**config.mk**
```make
export PLATFORM = sky130hd
export DESIGN_NAME = ahb_core_ctrl
export DESIGN_NICKNAME = d
export VERILOG_FILES = /design/src/rtl/ahb_core_ctrl_pkg.sv /design/src/rtl/ahb_core_ctrl_timer.sv /design/src/rtl/ahb_core_ctrl.sv
export SDC_FILE = /design/constraint.sdc
export NUM_CORES = 1
export LEC_CHECK = 0
export ABC_CLOCK_PERIOD_IN_PS = 3100
export CAP_MARGIN = 20
export CORE_MARGIN = 2
export CORE_UTILIZATION = 49
export CTS_BUF_LIST = sky130_fd_sc_hd__clkbuf_4 sky130_fd_sc_hd__clkbuf_8 sky130_fd_sc_hd__clkbuf_16
export DETAILED_ROUTE_END_ITERATION = 10
export MAX_ROUTING_LAYER = met4
export PLACE_DENSITY = 0.81
export SKIP_CTS_REPAIR_TIMING = 1
export SKIP_LAST_GASP = 1
export SYNTH_ARGS = -nofsm -noshare
export SYNTH_HDL_FRONTEND = slang
export SYNTH_SLANG_ARGS = --single-unit
```
**constraint.sdc**
```tcl
create_clock -name HCLK -period 3.1 [get_ports HCLK]
set_clock_uncertainty 0.2 [all_clocks]
set_input_delay 0.31 -clock HCLK [delete_from_list [all_inputs] [get_ports HCLK]]
set_output_delay 0.31 -clock HCLK [all_outputs]
set_load 0.02 [all_outputs]
```
**src/rtl/ahb_core_ctrl_pkg.sv**
```systemverilog
// Shared encodings for the AHB core sleep controller: bus codes, register
// offsets and the bus-side state type.
package ahb_core_ctrl_pkg;

    localparam logic [1:0] HTRANS_IDLE   = 2'b00;
    localparam logic [1:0] HTRANS_BUSY   = 2'b01;
    localparam logic [1:0] HTRANS_NONSEQ = 2'b10;
    localparam logic [1:0] HTRANS_SEQ    = 2'b11;

    localparam logic [1:0] HRESP_OKAY  = 2'b00;
    localparam logic [1:0] HRESP_ERROR = 2'b01;

    localparam logic [1:0] HSIZE_WORD = 2'b10;

    localparam logic [7:0] OFF_CTRL   = 8'h00;
    localparam logic [7:0] OFF_STATUS = 8'h04;
    localparam logic [7:0] OFF_DELAY  = 8'h08;
    localparam logic [7:0] OFF_DONE   = 8'h0C;

    typedef enum logic [1:0] {
        ST_IDLE   = 2'd0,
        ST_ACCESS = 2'd1,
        ST_ERR1   = 2'd2,
        ST_ERR2   = 2'd3
    } bus_state_e;

    // CTRL is write-only and STATUS read-only; only full-word accesses are legal.
    function automatic logic access_ok(input logic [7:0] off, input logic wr,
                                       input logic [1:0] size);
        logic ok;
        case (off)
            OFF_CTRL:   ok = wr;
            OFF_STATUS: ok = !wr;
            OFF_DELAY:  ok = 1'b1;
            OFF_DONE:   ok = 1'b1;
            default:    ok = 1'b0;
        endcase
        return ok && (size == HSIZE_WORD);
    endfunction

endpackage

```
**src/rtl/ahb_core_ctrl_timer.sv**
```systemverilog
// Per-core sleep hold and finish-to-sleep down-delay: tracks go, a saturating
// count, the registered sleep line and a one-cycle done-set pulse.
module core_sleep_timer #(
    parameter int DELAY_W = 8
) (
    input  logic               clk,
    input  logic               rst_n,
    input  logic               finish_i,
    input  logic               wake_i,
    input  logic               force_sleep_i,
    input  logic [DELAY_W-1:0] delay_i,
    output logic               sleep_o,
    output logic               go_o,
    output logic               done_set_o
);

    logic               sleep_q, sleep_d;
    logic               go_q, go_d;
    logic [DELAY_W-1:0] count_q, count_d;
    logic               expire;

    // Priority: force-sleep, then expiry, then wake; expiry beats a same-edge wake.
    always_comb begin
        expire  = go_q && (count_q >= delay_i);
        sleep_d = sleep_q;
        go_d    = go_q;
        count_d = count_q;
        if (force_sleep_i) begin
            sleep_d = 1'b1;
            go_d    = 1'b0;
            count_d = '0;
        end else if (expire) begin
            sleep_d = 1'b1;
            go_d    = 1'b0;
            count_d = '0;
        end else begin
            if (wake_i) begin
                sleep_d = 1'b0;
            end
            if (go_q) begin
                if (count_q != '1) begin
                    count_d = count_q + 1'b1;
                end
            end else if (finish_i && !sleep_q) begin
                go_d    = 1'b1;
                count_d = '0;
            end
        end
    end

    always_ff @(posedge clk or negedge rst_n) begin
        if (!rst_n) begin
            sleep_q <= 1'b1;
            go_q    <= 1'b0;
            count_q <= '0;
        end else begin
            sleep_q <= sleep_d;
            go_q    <= go_d;
            count_q <= count_d;
        end
    end

    assign sleep_o    = sleep_q;
    assign go_o       = go_q;
    assign done_set_o = expire && !force_sleep_i;

endmodule

```
**src/rtl/ahb_core_ctrl.sv**
```systemverilog
// AHB-lite slave that holds cores in sleep, wakes them on CTRL writes and
// returns each to sleep a programmable delay after its finish pulse.
//   state  | meaning
//   IDLE   | no data phase in progress
//   ACCESS | zero-wait data phase of a legal transfer
//   ERR1   | first error cycle, HREADYOut low
//   ERR2   | second error cycle, HREADYOut high
module ahb_core_ctrl
    import ahb_core_ctrl_pkg::*;
#(
    parameter int N_CORES   = 4,
    parameter int DELAY_W   = 8,
    parameter int DELAY_RST = 128
) (
    input  logic               HCLK,
    input  logic               HRESETn,
    input  logic               HSEL,
    input  logic               HREADYIn,
    input  logic               HWRITE,
    input  logic [1:0]         HTRANS,
    input  logic [1:0]         HSIZE,
    input  logic [31:0]        HADDR,
    input  logic [31:0]        HWDATA,
    output logic               HREADYOut,
    output logic [1:0]         HRESP,
    output logic [31:0]        HRDATA,
    input  logic [N_CORES-1:0] program_finish_i,
    output logic [N_CORES-1:0] sleep_o,
    output logic               irq_o
);

    bus_state_e         state_q, state_d;
    logic [7:0]         addr_q, addr_d;
    logic               write_q, write_d;
    logic [DELAY_W-1:0] delay_q, delay_d;
    logic [N_CORES-1:0] done_q, done_d;
    logic               irq_q, irq_d;

    logic               valid;
    logic               wr_ctrl, wr_delay, wr_done;
    logic [N_CORES-1:0] wake, force_sleep, go, done_set;
    logic [31:0]        status_word;
    logic               unused_ok;

    assign valid = HSEL && HREADYIn &&
                   ((HTRANS == HTRANS_NONSEQ) || (HTRANS == HTRANS_SEQ));

    always_ff @(posedge HCLK or negedge HRESETn) begin
        if (!HRESETn) begin
            state_q <= ST_IDLE;
            addr_q  <= '0;
            write_q <= 1'b0;
            delay_q <= DELAY_W'(DELAY_RST);
            done_q  <= '0;
            irq_q   <= 1'b0;
        end else begin
            state_q <= state_d;
            addr_q  <= addr_d;
            write_q <= write_d;
            delay_q <= delay_d;
            done_q  <= done_d;
            irq_q   <= irq_d;
        end
    end

    // New address phases are only accepted while HREADYOut is high outside an error.
    always_comb begin
        state_d = state_q;
        addr_d  = addr_q;
        write_d = write_q;
        case (state_q)
            ST_IDLE, ST_ACCESS: begin
                state_d = ST_IDLE;
                if (valid) begin
                    addr_d  = HADDR[7:0];
                    write_d = HWRITE;
                    state_d = access_ok(HADDR[7:0], HWRITE, HSIZE) ? ST_ACCESS : ST_ERR1;
                end
            end
            ST_ERR1: state_d = ST_ERR2;
            default: state_d = ST_IDLE;
        endcase
    end

    always_comb begin
        status_word = '0;
        status_word[16 +: N_CORES] = go;
        status_word[0 +: N_CORES]  = sleep_o;
    end

    always_comb begin
        HREADYOut = (state_q != ST_ERR1);
        HRESP     = ((state_q == ST_ERR1) || (state_q == ST_ERR2)) ? HRESP_ERROR : HRESP_OKAY;
        HRDATA    = '0;
        wr_ctrl   = 1'b0;
        wr_delay  = 1'b0;
        wr_done   = 1'b0;
        if (state_q == ST_ACCESS) begin
            if (write_q) begin
                case (addr_q)
                    OFF_CTRL:  wr_ctrl  = 1'b1;
                    OFF_DELAY: wr_delay = 1'b1;
                    OFF_DONE:  wr_done  = 1'b1;
                    default:   ;
                endcase
            end else begin
                case (addr_q)
                    OFF_STATUS: HRDATA = status_word;
                    OFF_DELAY:  HRDATA[DELAY_W-1:0] = delay_q;
                    OFF_DONE:   HRDATA[N_CORES-1:0] = done_q;
                    default:    ;
                endcase
            end
        end
    end

    // A same-edge set beats the write-1-clear.
    always_comb begin
        wake        = wr_ctrl ? HWDATA[N_CORES-1:0] : '0;
        force_sleep = wr_ctrl ? HWDATA[16 +: N_CORES] : '0;
        delay_d     = wr_delay ? HWDATA[DELAY_W-1:0] : delay_q;
        done_d      = (done_q & ~(wr_done ? HWDATA[N_CORES-1:0] : '0)) | done_set;
        irq_d       = |done_q;
    end

    for (genvar i = 0; i < N_CORES; i++) begin : g_core
        core_sleep_timer #(.DELAY_W(DELAY_W)) u_timer (
            .clk          (HCLK),
            .rst_n        (HRESETn),
            .finish_i     (program_finish_i[i]),
            .wake_i       (wake[i]),
            .force_sleep_i(force_sleep[i]),
            .delay_i      (delay_q),
            .sleep_o      (sleep_o[i]),
            .go_o         (go[i]),
            .done_set_o   (done_set[i])
        );
    end

    assign irq_o     = irq_q;
    assign unused_ok = &{1'b0, HADDR[31:8], HWDATA};

endmodule

```
# Word level (Yosys, flattened, before mapping)
# Cells that the tools add are included.
# totals
regBits	64
in_bits	77
out_inout_bits	40
# classes
magnitude_cmp	4
n_eq_ne	21
addsub	4
n_bitwise	3
n_reduce_logical	45
muxes	72
# ops
cell	n
8-bit two-way mux	20
1-bit two-way mux	40
8-bit by 1-bit adder with 8-bit output (second input constant)	4
8-bit by 4-bit == test with 1-bit output (second input constant)	4
8-bit >= comparator	4
32-bit two-way mux	1
8-bit inequality test (second input constant)	4
20-bit two-way mux	1
8-bit by 3-bit == test with 1-bit output (second input constant)	2
8-bit zero test	2
4-bit two-way mux	4
4-bit inequality test (second input constant)	4
4-bit nonzero test	4
1-bit logical AND	15
12-bit two-way mux	1
4-bit case mux with 3 select lines	1
3-bit nonzero test	4
2-bit == test (second input constant)	5
2-bit AND reduction	5
1-bit zero test	9
4-bit bitwise AND	1
2-bit two-way mux	2
4-bit NOT	1
4-bit OR	1
8 further kinds	10

# Longest topological paths before layout
# logic_depth
depth_word	9
mapped_depth	9
mapped_depth_nobuf	8

# Hierarchy
# From an unflattened synthesis, not the netlist that was laid out.
# hier_totals
hier_cells	511
hier_area_um2	4583.1
# modules_own_cells
module	area_each_um2	seq_area_each_um2	instances	cells_per_inst
core_sleep_timer (g_core[0].u_timer ...)	799.5	251.5	3	97
ahb_core_ctrl	1423.9	601.8	1	132
core_sleep_timer (g_core[3].u_timer)	760.7	251.5	1	88

# Worst setup path before layout
# No wires, ideal clock.
# synth_timing
path_kind	register -> register
startpoint	register delay_q[7]
endpoint	register g_core[2].u_timer.count_q[0]
arrival_time_ps	2018
period_less_slack_ps	2339
setup_slack_ps	761
path_buffers	1
required_time_ps	2778
path_stages_with_launch	10
cell_sequence	dfstp_2 > inv_1 > ha_1 > a211oi_1 > nand2_1 > nand2_1 > and3_1 > buf_2 > nor2_1 > a2111oi_1
# synth_between
elab_chain_len	4
elab_cells_between_ends	7
classes_between	order compare: 1; eq/ne: 1; mux: 2; reduce/logical: 3
# synth_rtl
item	line_no	source
start, declared	ahb_core_ctrl.sv:35	logic [DELAY_W-1:0] delay_q, delay_d;
start signal, assigned	ahb_core_ctrl.sv:53	delay_q <= DELAY_W'(DELAY_RST);
start signal, assigned	ahb_core_ctrl.sv:60	delay_q <= delay_d;
8-bit >= comparator (*)	ahb_core_ctrl_timer.sv:24	expire = go_q && (count_q >= delay_i);
1-bit logical AND (*)	ahb_core_ctrl_timer.sv:24	
4-bit inequality test (no line), or another cell as far along	n/a	
2-bit AND reduction (no line) or 8-bit two-way mux (tied branches)	n/a	
end signal, assigned	ahb_core_ctrl_timer.sv:59	count_q <= count_d;
end, declared	ahb_core_ctrl_timer.sv:19	logic [DELAY_W-1:0] count_q, count_d;
# Every way passes the cells marked *; elsewhere a longest branch is shown, timed or not.
# A chain may end at the register's enable or synchronous reset.

# Final worst setup path
# layout_timing
startpoint	register state_q[1]
endpoint	output port HRDATA[17]
# layout_between
elab_chain_len	2
# layout_rtl
item	line_no	source
start, declared	ahb_core_ctrl.sv:32	bus_state_e state_q, state_d;
start signal, assigned	ahb_core_ctrl.sv:57	state_q <= state_d;
2-bit by 1-bit == test with 1-bit output	ahb_core_ctrl.sv:98	if (state_q == ST_ACCESS) begin
32-bit two-way mux	ahb_core_ctrl.sv:98	
end, declared	ahb_core_ctrl.sv:26	output logic [31:0] HRDATA,
# Every way passes these cells.

==> impl_metrics.csv <==
group,metric,value,unit
worst_setup_path,start_kind,"register",
layout,drive_gt1_frac,0.108,
yosys,synth_seq_cells,64,
power_and_ir_drop,ir_drop,0.394,mV
timing,grt_setup_unrepaired,"false",
worst_setup_path,crit_type,"reg -> out",
power_and_ir_drop,power_per_cell_area,755,nW/µm²
yosys,postSynth.asyncResetShare,1.00,
global_routing,grt_max_degree,36,
worst_setup_path,rr_endpoint,"g_core[2].u_timer.count_q[0]",
detailed_routing,wl_met3,654,µm
layout,final_nets,644,
timing,maxSlewViolCount,0,
layout,insertedDiodeCount,0,
power_and_ir_drop,intPower,2.28,mW
detailed_routing,dr.pass1.iters,5,
global_routing,grt_pass1_wl,17300,µm
detailed_routing,routed_wl,10300,µm
cts,htreeDepth,3,
cts,clk_path_buf_depth,2,
global_routing,antenna_found_initial,0,
worst_setup_path,r2r_cells,8,
global_routing,grt_pass1_vias,3618,
power_and_ir_drop,clock_power_share,0.193,
detailed_routing,viasPerCell,5.80,
die,design.die.area,9660,µm²
worst_setup_path,cp_max_fo,8,
global_routing,grt_usage,0.228,
outcome,status,"finished clean",
detailed_routing,antenna_left,0,
yosys,synth_edf_count,0,
timing,period_needed,2.93,ns
timing,slew_headroom,0.513,
worst_setup_path,critPathMaxStageDelay,0.61,ns
worst_setup_path,cp_slowest_cell,"clkdlybuf4s50_1",
power_and_ir_drop,p_switching,1.54,mW
timing,tightest_slew,0.731,ns
worst_setup_path,crit_end,"HRDATA[17]",
die,num_rows,34,
worst_setup_path,crit_arrival,2.42,ns
worst_setup_path,end_kind,"output port",
timing,hold_viol,0,
yosys,synthFlopType,"dfrtp_1",
worst_setup_path,reg2reg_slack,0.41,ns
layout,layout_common_cells,"dfrtp_1 (59), clkdlybuf4s50_1 (49), nand2_1 (38)",
place,dp_cells,627,
yosys,yosysWarnings,0,
detailed_routing,via_count,3728,
die,ios,117,
cts,path_clk_slew,0.07,ns
cts,cts_buffers,9,
detailed_routing,top_layer,"met4",
yosys,yosysSeqAreaShare,0.369,
cts,clock-sinks,64,
global_routing,gr-total-overflow,0,
power_and_ir_drop,netSwitchingFraction,0.404,
cts,clock_latency,0.35,ns
place,io_buffers,50,
detailed_routing,drc,0,
worst_setup_path,path_cells,"nor4b_4 -> nand2_2 -> nor2_2 -> and3_1 -> clkdlybuf4s50_1",
die,coreArea,8680,µm²
worst_setup_path,cp_data_required_time,2.59,ns
timing,max_freq,0.341,GHz
min_path,hold_depth,1,
worst_setup_path,critPathLaunch,"state_q[1]",
yosys,netlist_area,4360,µm²
power_and_ir_drop,power,3.82,mW
place,dp_hpwl,7690,µm
worst_setup_path,r2r-start,"delay_q[7]",
detailed_routing,detail_route.iter0.violations,272,
layout,fillCellCount,771,
timing,period_share,0.945,
layout,layout_commonest_cell,"dfrtp_1",
place,gp_congestion,0.940,
place,dpl_cell_area,4860,µm²
run,cap_violations,0,
min_path,hp-class,"reg -> reg",
yosys,synth_area_per_cell,9.10,µm²
yosys,synthCells,479,
timing,setup_viol,0,
power_and_ir_drop,seqPwrFrac,0.385,
cts,tritoncts,"done",
die,die_w,98.3,µm
layout,design_area,5070,µm²
power_and_ir_drop,combPwrFrac,0.422,
detailed_routing,met2_length,4950,µm
die,die_h,98.3,µm
layout,final_cells,643,
detailed_routing,wl_met1,4500,µm
cts,clockRootBuffer,"clkbuf_8",
die,start_util,0.502,
power_and_ir_drop,static-leakage-power,2.27,nW
layout,area_growth,16.3,%
yosys,yosysUniqueCellTypes,62,
detailed_routing,routedWlPerCell,16.1,µm
==> cell families after synthesis <==
family	Yosys count	synth area share
compound gates	113	0.168
fa+ha+maj	36	0.103
flops	64	0.369
xor+xnor	2	0.00402
mux	21	0.0534
simple gates	185	0.226
buf+inv	57	0.0752
other cells	1	0.000861
==> metrics by stage <==
step / setup TNS [ns] / setup slack (ns) / hold slack [ns] / utilization
after CTS: -0.000765 / -0.000765 / -0.211 / 0.582
after floorplan: 0 / 0.761 / -0.186 / -
after detailed placement: 0 / 0.383 / 0.154 / 0.560
after global routing: 0 / 0.0310 / 0.325 / 0.584
after global placement: 0 / 0.402 / 0.151 / 0.560
final: 0 / 0.169 / 0.314 / 0.584
==> state kept, by name, summed over array words and instances, names as in the netlist <==
signal / count
delay_q: 8
addr_q: 8
state_q: 2
irq_o: 1
write_q: 1
g_core.u_timer.sleep_o: 4
g_core.u_timer.count_q: 32
g_core.u_timer.go_o: 4
done_q: 4
==> cell usage after synthesis, drive strengths merged (4+ instances only) <==
master / n / area (µm²)
a211oi: 12 / 90.1
a21o: 9 / 67.6
a21oi: 31 / 159
a22oi: 4 / 30.0
a41oi: 4 / 35.0
and2: 4 / 26.3
and3: 19 / 120
buf: 32 / 228
dfrtp: 59 / 1480
dfstp: 5 / 131
ha: 36 / 450
inv: 21 / 78.8
mux2: 18 / 203
nand2: 41 / 161
nand3: 18 / 90.1
nand4: 8 / 50.1
nor2: 38 / 143
nor2b: 12 / 75.1
nor3: 23 / 115
nor4: 4 / 55.1
o21ai: 28 / 140
==> worst min-delay path by stage <==
stage	slack, ns	from	to
2_1_floorplan	-0.19	HRESETn	addr_q[0]
3_3_place_gp	0.15	HRESETn	addr_q[1]
3_5_place_dp	0.15	HRESETn	addr_q[6]
4_1_cts	-0.21	HRESETn	addr_q[6]
5_1_grt	0.32	delay_q[3]	delay_q[3]
6_report	0.31	delay_q[1]	delay_q[1]
==> routing by layer <==
layer | global-route usage | up-vias
met5 | - | -
met4 | 0.0927 | 0
met3 | 0.0351 | 19
met2 | 0.356 | 135
met1 | 0.299 | 1770
li1 | - | 1804
==> power groups by stage <==
stage	sequential, mW	combinational, mW	clock (mW)
finish	1.47	1.61	0.738
global route	1.52	1.83	0.787
CTS	1.46	1.61	0.749
detailed placement	1.48	1.60	0
global placement	1.47	1.52	0
floorplan	1.37	1.28	0
==> final cells by class <==
class	instances	area (µm²)	area share
repair buffers	57	551	0.109
inverters	21	78.8	0.0156
multi-input cells	378	2500	0.493
well taps	108	135	0.0267
flip-flops and latches	64	1610	0.317
clock buffers	12	153	0.0301
clock inverters	3	42.5	0.00840
==> critical path, delay by kind of cell, from the launching register on <==
family | cells | cell delay, ns
DFF | 1 | 0.44
and+or+nand+nor | 4 | 1.03
buffers and inverters | 1 | 0.61
Power figures use the tool's default switching activity.
